## src/rtl/processor_io_pkg.sv

```systemverilog
// Shared types and helpers for the processor board-I/O input path.
// Pure declarations; no timing of its own.
// No handshake; consumers import what they need.
package processor_io_pkg;

    localparam int BCD_DIGITS = 4;
    localparam int DATA_W     = 32;
    localparam int SW_W       = 16;
    localparam int ACC_W      = 14;   // holds 0..9999

    typedef enum logic [1:0] {
        ST_IDLE,
        ST_CONVERT,
        ST_HOLD
    } state_e;

    // True when every nibble of the switch word is a decimal digit.
    function automatic logic bcd_ok(input logic [SW_W-1:0] d);
        logic ok;
        ok = 1'b1;
        for (int i = 0; i < BCD_DIGITS; i++) begin
            if (d[i*4 +: 4] > 4'd9) ok = 1'b0;
        end
        return ok;
    endfunction

    // Digit idx of the latched word, idx 3 being the most significant.
    function automatic logic [3:0] bcd_digit(input logic [SW_W-1:0] d, input logic [1:0] idx);
        return d[{idx, 2'b00} +: 4];
    endfunction

endpackage

```

## src/rtl/processor_input_port_if.sv

```systemverilog
// Board-side and control-side signals of the processor input port.
// Wiring only; no latency.
// data_valid/data_take form the handshake; the port never blocks the board.
interface processor_input_port_if;
    import processor_io_pkg::*;

    logic [SW_W-1:0]   sw;
    logic              button;
    logic              bcd_mode;
    logic              data_take;
    logic              data_valid;
    logic [DATA_W-1:0] data_out;
    logic              overrun;
    logic              bcd_err;

    modport master (
        output sw, button, bcd_mode, data_take,
        input  data_valid, data_out, overrun, bcd_err
    );

    modport slave (
        input  sw, button, bcd_mode, data_take,
        output data_valid, data_out, overrun, bcd_err
    );

endinterface

```

## src/rtl/processor_debounce.sv

```systemverilog
// Synchronises an active-low button, debounces it and pulses once per clean press.
// Press pulse 2 sync cycles + DEBOUNCE_CYCLES after the level settles, registered.
// No backpressure; the pulse is a single cycle and is lost if not used.
module processor_debounce #(
    parameter int DEBOUNCE_CYCLES = 500000,
    parameter int CNT_W           = 19
) (
    input  logic clk,
    input  logic rst,
    input  logic din,
    output logic press
);

    logic             sync1_q, sync1_d, sync2_q, sync2_d;
    logic             flush1_q, flush1_d, flush2_q, flush2_d;
    logic             armed_q, armed_d;
    logic             stable_q, stable_d;
    logic             press_q, press_d;
    logic [CNT_W-1:0] cnt_q, cnt_d;

    // Count cycles of disagreement with the stable level; flip after a full window.
    // Events are only armed once the button has been seen released after reset
    // (flush flops mark when sync2 reflects the real pin), so a press held through
    // reset cannot produce an event.
    always_comb begin
        sync1_d  = din;
        sync2_d  = sync1_q;
        flush1_d = 1'b1;
        flush2_d = flush1_q;
        armed_d  = armed_q | (flush2_q & sync2_q);
        stable_d = stable_q;
        cnt_d    = '0;
        if (sync2_q != stable_q) begin
            if (cnt_q == CNT_W'(DEBOUNCE_CYCLES - 1)) begin
                stable_d = ~stable_q;
            end else begin
                cnt_d = cnt_q + CNT_W'(1);
            end
        end
        press_d = stable_q & ~stable_d & armed_q;
    end

    // State registers; button path resets to the released level.
    always_ff @(posedge clk or negedge rst) begin
        if (!rst) begin
            sync1_q  <= 1'b1;
            sync2_q  <= 1'b1;
            flush1_q <= 1'b0;
            flush2_q <= 1'b0;
            armed_q  <= 1'b0;
            stable_q <= 1'b1;
            press_q  <= 1'b0;
            cnt_q    <= '0;
        end else begin
            sync1_q  <= sync1_d;
            sync2_q  <= sync2_d;
            flush1_q <= flush1_d;
            flush2_q <= flush2_d;
            armed_q  <= armed_d;
            stable_q <= stable_d;
            press_q  <= press_d;
            cnt_q    <= cnt_d;
        end
    end

    assign press = press_q;

endmodule

```

## src/rtl/processor_input_port.sv

```systemverilog
// Captures switches on each clean button press, optional BCD->binary, valid/take hold.
// data_valid 1 cycle after the press event (binary) or 5 cycles (BCD).
// Presses arriving while a value is converting or pending are dropped and flag overrun.
module processor_input_port
    import processor_io_pkg::*;
#(
    parameter int DEBOUNCE_CYCLES = 500000,
    parameter int CNT_W           = 19
) (
    input  logic                    clk,
    input  logic                    rst,
    processor_input_port_if.slave   io
);

    logic              press;
    logic              take_ok;
    logic [ACC_W-1:0]  acc_next;

    logic [SW_W-1:0]   sw_s1_q, sw_s1_d, sw_s2_q, sw_s2_d;
    logic              mode_s1_q, mode_s1_d, mode_s2_q, mode_s2_d;
    state_e            state_q, state_d;
    logic [SW_W-1:0]   digits_q, digits_d;
    logic [ACC_W-1:0]  acc_q, acc_d;
    logic [1:0]        idx_q, idx_d;
    logic [DATA_W-1:0] data_out_q, data_out_d;
    logic              valid_q, valid_d;
    logic              overrun_q, overrun_d;
    logic              bcd_err_q, bcd_err_d;

    processor_debounce #(
        .DEBOUNCE_CYCLES (DEBOUNCE_CYCLES),
        .CNT_W           (CNT_W)
    ) u_debounce (
        .clk   (clk),
        .rst   (rst),
        .din   (io.button),
        .press (press)
    );

    // Capture FSM, BCD multiply-accumulate (acc*8 + acc*2 + digit) and sticky flags.
    always_comb begin
        sw_s1_d    = io.sw;
        sw_s2_d    = sw_s1_q;
        mode_s1_d  = io.bcd_mode;
        mode_s2_d  = mode_s1_q;
        state_d    = state_q;
        digits_d   = digits_q;
        acc_d      = acc_q;
        idx_d      = idx_q;
        data_out_d = data_out_q;
        valid_d    = valid_q;
        bcd_err_d  = bcd_err_q;
        overrun_d  = overrun_q;
        take_ok    = io.data_take & valid_q;
        acc_next   = (acc_q << 3) + (acc_q << 1) + ACC_W'(bcd_digit(digits_q, idx_q));

        case (state_q)
            ST_IDLE: begin
                if (press) begin
                    if (!mode_s2_q) begin
                        data_out_d = {{(DATA_W-SW_W){sw_s2_q[SW_W-1]}}, sw_s2_q};
                        valid_d    = 1'b1;
                        bcd_err_d  = 1'b0;
                        state_d    = ST_HOLD;
                    end else begin
                        digits_d = sw_s2_q;
                        if (bcd_ok(sw_s2_q)) begin
                            bcd_err_d = 1'b0;
                            acc_d     = '0;
                            idx_d     = 2'd3;
                            state_d   = ST_CONVERT;
                        end else begin
                            bcd_err_d = 1'b1;
                        end
                    end
                end
            end
            ST_CONVERT: begin
                acc_d = acc_next;
                idx_d = idx_q - 2'd1;
                if (idx_q == 2'd0) begin
                    data_out_d = DATA_W'(acc_next);
                    valid_d    = 1'b1;
                    state_d    = ST_HOLD;
                end
            end
            ST_HOLD: begin
                if (take_ok) begin
                    valid_d = 1'b0;
                    state_d = ST_IDLE;
                end
            end
            default: state_d = ST_IDLE;
        endcase

        // A dropped press outranks a same-cycle take when deciding overrun.
        if (press && (state_q != ST_IDLE)) begin
            overrun_d = 1'b1;
        end else if (take_ok) begin
            overrun_d = 1'b0;
        end
    end

    // State registers; reset discards any value in flight.
    always_ff @(posedge clk or negedge rst) begin
        if (!rst) begin
            sw_s1_q    <= '0;
            sw_s2_q    <= '0;
            mode_s1_q  <= 1'b0;
            mode_s2_q  <= 1'b0;
            state_q    <= ST_IDLE;
            digits_q   <= '0;
            acc_q      <= '0;
            idx_q      <= '0;
            data_out_q <= '0;
            valid_q    <= 1'b0;
            overrun_q  <= 1'b0;
            bcd_err_q  <= 1'b0;
        end else begin
            sw_s1_q    <= sw_s1_d;
            sw_s2_q    <= sw_s2_d;
            mode_s1_q  <= mode_s1_d;
            mode_s2_q  <= mode_s2_d;
            state_q    <= state_d;
            digits_q   <= digits_d;
            acc_q      <= acc_d;
            idx_q      <= idx_d;
            data_out_q <= data_out_d;
            valid_q    <= valid_d;
            overrun_q  <= overrun_d;
            bcd_err_q  <= bcd_err_d;
        end
    end

    assign io.data_valid = valid_q;
    assign io.data_out   = data_out_q;
    assign io.overrun    = overrun_q;
    assign io.bcd_err    = bcd_err_q;

endmodule
```

## src/flat_wrapper.sv

```systemverilog
// flat-port wrapper written by rule: the top's interface ports become plain ports
module processor_input_port_flat import processor_io_pkg::*;
#(
    parameter int DEBOUNCE_CYCLES = 500000,
    parameter int CNT_W           = 19
)
  (clk, rst, io_sw, io_button, io_bcd_mode, io_data_take, io_data_valid, io_data_out, io_overrun, io_bcd_err);
  processor_input_port_if io_i ();
  input  logic clk;
  input  logic rst;
  input wire logic [$bits(io_i.sw)-1:0] io_sw;
  input wire logic [$bits(io_i.button)-1:0] io_button;
  input wire logic [$bits(io_i.bcd_mode)-1:0] io_bcd_mode;
  input wire logic [$bits(io_i.data_take)-1:0] io_data_take;
  output wire logic [$bits(io_i.data_valid)-1:0] io_data_valid;
  output wire logic [$bits(io_i.data_out)-1:0] io_data_out;
  output wire logic [$bits(io_i.overrun)-1:0] io_overrun;
  output wire logic [$bits(io_i.bcd_err)-1:0] io_bcd_err;
  assign io_i.sw = io_sw;
  assign io_i.button = io_button;
  assign io_i.bcd_mode = io_bcd_mode;
  assign io_i.data_take = io_data_take;
  assign io_data_valid = io_i.data_valid;
  assign io_data_out = io_i.data_out;
  assign io_overrun = io_i.overrun;
  assign io_bcd_err = io_i.bcd_err;
  processor_input_port #(.DEBOUNCE_CYCLES(DEBOUNCE_CYCLES), .CNT_W(CNT_W)) u_core (.clk(clk), .rst(rst), .io(io_i));
endmodule
```

## config.mk

```make
export PLATFORM = sky130hd
export DESIGN_NAME = processor_input_port_flat
export DESIGN_NICKNAME = d
export VERILOG_FILES = /design/src/rtl/processor_io_pkg.sv /design/src/rtl/processor_input_port_if.sv /design/src/rtl/processor_debounce.sv /design/src/rtl/processor_input_port.sv /design/src/flat_wrapper.sv
export SDC_FILE = /design/constraint.sdc
export NUM_CORES = 1
export LEC_CHECK = 0
export ABC_CLOCK_PERIOD_IN_PS = 3710
export CAP_MARGIN = 10
export CELL_PAD_IN_SITES_DETAIL_PLACEMENT = 0
export CELL_PAD_IN_SITES_GLOBAL_PLACEMENT = 2
export CORE_ASPECT_RATIO = 0.5
export CORE_MARGIN = 5
export CORE_UTILIZATION = 37
export CTS_CLUSTER_SIZE = 12
export DETAILED_ROUTE_END_ITERATION = 8
export GPL_ROUTABILITY_DRIVEN = 0
export PLACE_DENSITY_LB_ADDON = 0.1
export SLEW_MARGIN = 20
export SYNTH_ARGS = -nofsm -noshare
export SYNTH_HDL_FRONTEND = slang
export SYNTH_SLANG_ARGS = --single-unit
```

## constraint.sdc

```tcl
create_clock -name clk -period 3.71 [get_ports clk]
set_input_delay 0.742 -clock clk [delete_from_list [all_inputs] [get_ports clk]]
set_output_delay 0.742 -clock clk [all_outputs]
set_load 0.01 [all_outputs]
```

# Word-level counts from Yosys, hierarchy flattened
# Cells that the tools add are included.
# classes
add_sub_neg	4
order_cmp	4
eq_ne	11
n_shift	1
muxes	37
bitwise_logic	7
n_reduce_logical	13
# op_table
operator	count
32-bit 2-to-1 mux	3
32-bit case mux with 2 select lines	1
13-bit 2-to-1 mux	3
19-bit 2-to-1 mux	2
13-bit case mux with 2 select lines	1
19-bit by 1-bit adder with 19-bit output, second input constant	1
19-bit equality test, second input constant	1
4-bit > comparator, second input constant	4
1-bit 2-to-1 mux	16
2-bit 2-to-1 mux	8
16-bit by 5-bit indexed part select with 4-bit output	1
14-bit adder	1
14-bit by 4-bit adder with 14-bit output	1
4-bit AND reduction	3
2-bit by 1-bit != test with 1-bit output, second input constant	4
2-bit case mux with 3 select lines	1
2-bit nonzero test	3
5-bit AND reduction	1
1-bit bitwise AND	4
2-bit logical NOT	2
2-bit != test, second input constant	2
2-bit case mux with 2 select lines	1
3-bit != test, second input constant	1
1-bit case mux with 3 select lines	1
other kinds (10)	11
# word_totals
reg_bits	128
inputBits	21
output_inout_bits	35
elab_cells	97

# Logic depth before layout (Yosys ltp)
# depth
ltp_word	12
depth_mapped	12
ltp_nobuf	11

# By module
# A second synthesis with hierarchy kept.
# hier_totals
hier_cells	450
area_unflattened_um2	5073.6
# by_module_without_submodules
module	n_inst	cells_each	area_each_um2	seq_area_each_um2
processor_input_port	1	339	3873.7	2152.1
processor_debounce	1	111	1199.9	654.4

# Worst setup path after synthesis
# OpenSTA, ideal clock, no wires.
# synth_timing
path_kind	flip-flop to flip-flop
start	register u_core.idx_q[0]
end	register u_core.data_out_q[10] (netlist: u_core.io.data_out[10])
setup_ns	0.126
t_arrival_ns	3.176
required_time_ns	3.584
slack_ns	0.407
stages_incl_launch_ff	13
path_buffers	1
period_less_slack_ns	3.303
cell_sequence	dfrtp_1 -> clkbuf_1 -> mux4_2 -> ha_1 -> ha_1 -> inv_1 -> fa_1 -> nor2b_4 -> o31a_1 -> or2_1 -> a221o_1 -> mux2i_1 -> a311o_1
# synth_between
elab_chain_len	4
word_cells_on_any_way	7
classes_between	add/sub: 1; eq/ne: 1; shift: 1; mux: 2; reduce/logical: 2
# synth_lines
element	line_no	text
start, declared	processor_input_port.sv:24	logic [1:0] idx_q, idx_d;
start signal, assigned	processor_input_port.sv:127	idx_q <= idx_d;
16-bit by 5-bit indexed part select with 4-bit output	processor_io_pkg.sv:29	return d[{idx, 2'b00} +: 4];
14-bit by 4-bit adder with 14-bit output	processor_input_port.sv:55	acc_next = (acc_q << 3) + (acc_q << 1) + ACC_W'(bcd_digit(digits_q, idx_q));
32-bit 2-to-1 mux	processor_input_port.sv:81	if (idx_q == 2'd0) begin
32-bit case mux with 2 select lines	processor_input_port.sv:57	case (state_q)
end signal, assigned	processor_input_port.sv:128	data_out_q <= data_out_d;
end, declared	processor_input_port.sv:25	logic [DATA_W-1:0] data_out_q, data_out_d;
# Parallel ways exist; a longest one is shown, timed or not. The select of a mux whose other input is x is not followed.
# A chain may end at the register's enable or synchronous reset.

# Final worst setup path
# Same ends and word-level chain as after synthesis.

==> results.sh <==
export IMPL_syn_avg_cell_area_um2=11.42
export IMPL_crit_start="u_core.idx_q[0]"
export IMPL_r2r_slack_ns=0.34
export IMPL_crit_path_max_fanout=7
export IMPL_required_ns=3.94
export IMPL_max_cap_violations=0
export IMPL_drc=0
export IMPL_cts_tree="yes"
export IMPL_cts_repair_resized=0
export IMPL_wl_per_cell_um=16.10
export IMPL_grt_pass1_vias=3362
export IMPL_insertion_delay_ns=0.35
export IMPL_synth_area_mm2=0.005001
export IMPL_ant_nets=0
export IMPL_cp_start_kind="flip-flop"
export IMPL_htreeDepth=3
export IMPL_cp_end_kind="flip-flop"
export IMPL_io_pins=56
export IMPL_grt_pass1_wl_um=17760
export IMPL_ys_flop_type="dfrtp_1"
export IMPL_fin_cells=661
export IMPL_post_route_period_util_pct=90.90
export IMPL_skew_ns=0.01281
export IMPL_core_region_area_mm2=0.01340
export IMPL_clkTransAtPathRegs_ns=0.08
export IMPL_min_path_type="flip-flop to flip-flop"
export IMPL_ys_warn_count=0
export IMPL_power_density_mw_per_mm2=386.3
export IMPL_clockBufferDepth=2
export IMPL_finalMaxSlewViolations=0
export IMPL_critical_path_class="flip-flop to flip-flop"
export IMPL_crit_end="u_core.io.data_out[10]"
export IMPL_fmax_ghz=0.2965
export IMPL_holdPathStages=0
export IMPL_ys_seq_area_share_pct=56.12
export IMPL_clkSinkCount=112
export IMPL_antenna_found_initial=0
export IMPL_yosysUniqueCellTypes=49
export IMPL_syn_nets=485
export IMPL_fp_dieArea_mm2=0.01608
export IMPL_relSlewSlack_pct=38.64
export IMPL_synthArstFlopShare_pct=100.0
export IMPL_avgViaCountPerCell=4.933
export IMPL_grt_ovfl_total=0
export IMPL_p_leak_nw=2.818
export IMPL_tns_ns=0
export IMPL_port_buffers=55
export IMPL_ir_drop_v=0.0002288
export IMPL_dpl_hpwl_um=7794
export IMPL_holdWs_ns=0.3469
export IMPL_drt_iter0_drc=136
export IMPL_die_w_um=174.4
export IMPL_synth_edf_count=0
export IMPL_reg2regPathDepth=11
export IMPL_rows=30
export IMPL_grt_total_usage_pct=13.92
export IMPL_grt_max_degree=76
export IMPL_final_hold_viol_count=0
export IMPL_worstMarginPinSlew_ns=0.9204
export IMPL_die_height_um=92.21
export IMPL_postCtsHoldBufs=0
export IMPL_diodes=0
export IMPL_synth_seq_cells=112
export IMPL_rr_startpoint="u_core.idx_q[0]"
export IMPL_reg2reg_to="u_core.io.data_out[10]"
export IMPL_syn_to_final_growth_pct=19.19
export IMPL_crit_arrival_ns=3.61
export IMPL_outcome="finished clean"
export IMPL_fin_nets=527
export IMPL_cts_setup_buffers=0
export IMPL_numCtsBuffers=9
export IMPL_layout_drive_gt1_share_pct=11.55
export IMPL_finalSetupViolCount=0
export IMPL_wl_um=10640
export IMPL_cts_root_buf="clkbuf_16"
export IMPL_syn_inst=438
export IMPL_start_util_pct=37.32
export IMPL_dp_cells=645
export IMPL_utilization_pct=44.48
export IMPL_drt_pass1_iter_count=4
export IMPL_fin_crit_ns=3.372
export IMPL_rsz0062_at_grt="false"
export IMPL_num_vias=3261
==> critical path, stage by stage, from the launching register on <==
cell and delay, ns:
dfrtp_1 0.52, mux4_2 0.55, ha_1 0.29, ha_1 0.21
inv_1 0.07, fa_1 0.23, nor2b_4 0.06, o31a_1 0.28
or2_1 0.24, a221o_1 0.35, mux2i_1 0.14, a311o_1 0.32
==> through the flow <==
step | setup WS, ns | power [W] | instance area, um^2
after floorplan | 0.4073 | 0.001290 | 5001
after global placement | 0.4000 | 0.001349 | 5647
after detailed placement | 0.3475 | 0.001351 | 5647
after CTS | 0.3200 | 0.002353 | 5961
after global routing | 0.1875 | 0.002404 | 5961
final | 0.3375 | 0.002303 | 5961
==> final cells by class <==
class                      count  area, um^2
clock buffer                   9       225.2
clock inverter                 7       88.84
fill                        1252        7440
inverter                      12       45.04
multi-input combinational    284        1969
sequential                   112        2806
tap                          176       220.2
timing repair buffer          61       605.6
==> routing by layer <==
metal / part of all wire [%] / vias up / GRT usage, %
met5: 0 / - / 0
met4: 1.2 / 0 / 3.423
met3: 3.3 / 12 / 3.624
met2: 46 / 45 / 22.00
met1: 49 / 1629 / 19.22
li1: - / 1575 / -
==> cell usage in the layout, fill, tap and decap left out, types with 5 or more instances in the layout <==
master | synthesis | routed
nor2b_1 | 6 | 6
buf_4 | 16 | 6
nand3_1 | 13 | 13
xnor2_1 | 9 | 9
ha_1 | 24 | 24
o21ai_0 | 13 | 13
xor2_1 | 15 | 15
a21o_1 | 9 | 9
nand2_1 | 48 | 48
clkbuf_16 | 0 | 9
clkdlybuf4s50_1 | 0 | 54
mux2_2 | 18 | 18
nor3_1 | 6 | 6
nor2_1 | 42 | 41
dfrtp_1 | 109 | 109
a31oi_1 | 10 | 10
inv_1 | 12 | 12
a21oi_1 | 12 | 12
nor4_1 | 5 | 5
==> flip-flops by register name (all words and copies together), names as in the netlist, 2 cells and up <==
register and flops:
u_core.u_debounce.cnt_q 19, u_core.digits_q 16, u_core.io.data_out 16, u_core.sw_s1_q 16
u_core.sw_s2_q 16, u_core.acc_q 13, u_core.idx_q 2, u_core.state_q 2
==> cells in the mapped netlist (all sizes together) (3+ instances only) <==
| cell type | instances | area, um^2 |
|---|---|---|
| nor2b | 7 | 51.30 |
| and3 | 4 | 25.02 |
| o21ai | 15 | 75.07 |
| or2 | 3 | 18.77 |
| nand2 | 48 | 180.2 |
| nor2 | 42 | 157.7 |
| mux4 | 4 | 90.09 |
| clkbuf | 6 | 22.52 |
| dfstp | 3 | 78.83 |
| nor3 | 7 | 40.04 |
| buf | 24 | 160.2 |
| a31oi | 10 | 62.56 |
| a22oi | 3 | 22.52 |
| a31o | 4 | 35.03 |
| mux2 | 18 | 202.7 |
| ha | 24 | 300.3 |
| a21oi | 12 | 60.06 |
| a21o | 9 | 67.56 |
| a211oi | 3 | 22.52 |
| nand3 | 13 | 65.06 |
| nand4 | 3 | 18.77 |
| xnor2 | 9 | 78.83 |
| inv | 12 | 45.04 |
| o21a | 3 | 22.52 |
| dfrtp | 109 | 2728 |
| nor4 | 5 | 31.28 |
| xor2 | 15 | 131.4 |
==> power breakdown <==
part	internal [W]	leakage (nW)	switching, W	total [W]
Sequential	0.00124	1.46	0.0000167	0.00126
Clock	0.000488	0.153	0.000491	0.000979
Combinational	0.0000261	1.21	0.0000371	0.0000631
Total	0.00176	2.82	0.000545	0.00230
==> worst min path at each step <==
| stage | from | end |
|---|---|---|
| floorplan | u_core.mode_s1_q | u_core.mode_s2_q |
| global placement | u_core.sw_s1_q[9] | u_core.sw_s2_q[9] |
| detailed placement | u_core.sw_s1_q[5] | u_core.sw_s2_q[5] |
| CTS | u_core.sw_s1_q[2] | u_core.sw_s2_q[2] |
| global route | u_core.sw_s1_q[2] | u_core.sw_s2_q[2] |
| finish | u_core.sw_s1_q[6] | u_core.sw_s2_q[6] |
==> logic make-up (layout without fill, tap and decap cells) <==
family                   Yosys count  in the layout  share of synthesized area (%)
other                              1              1                        0.07498
multiplexers                      24             24                          6.255
adder cells (fa/ha/maj)           26             26                          6.805
buffers and inverters             42             89                          4.553
AND/OR/NAND/NOR                  143            143                          13.43
flip-flops                       112            112                          56.12
XOR/XNOR                          24             24                          4.203
AO/OA/AOI/OAI                     66             66                          8.556
No activity file was read; power rests on OpenSTA's default activity.
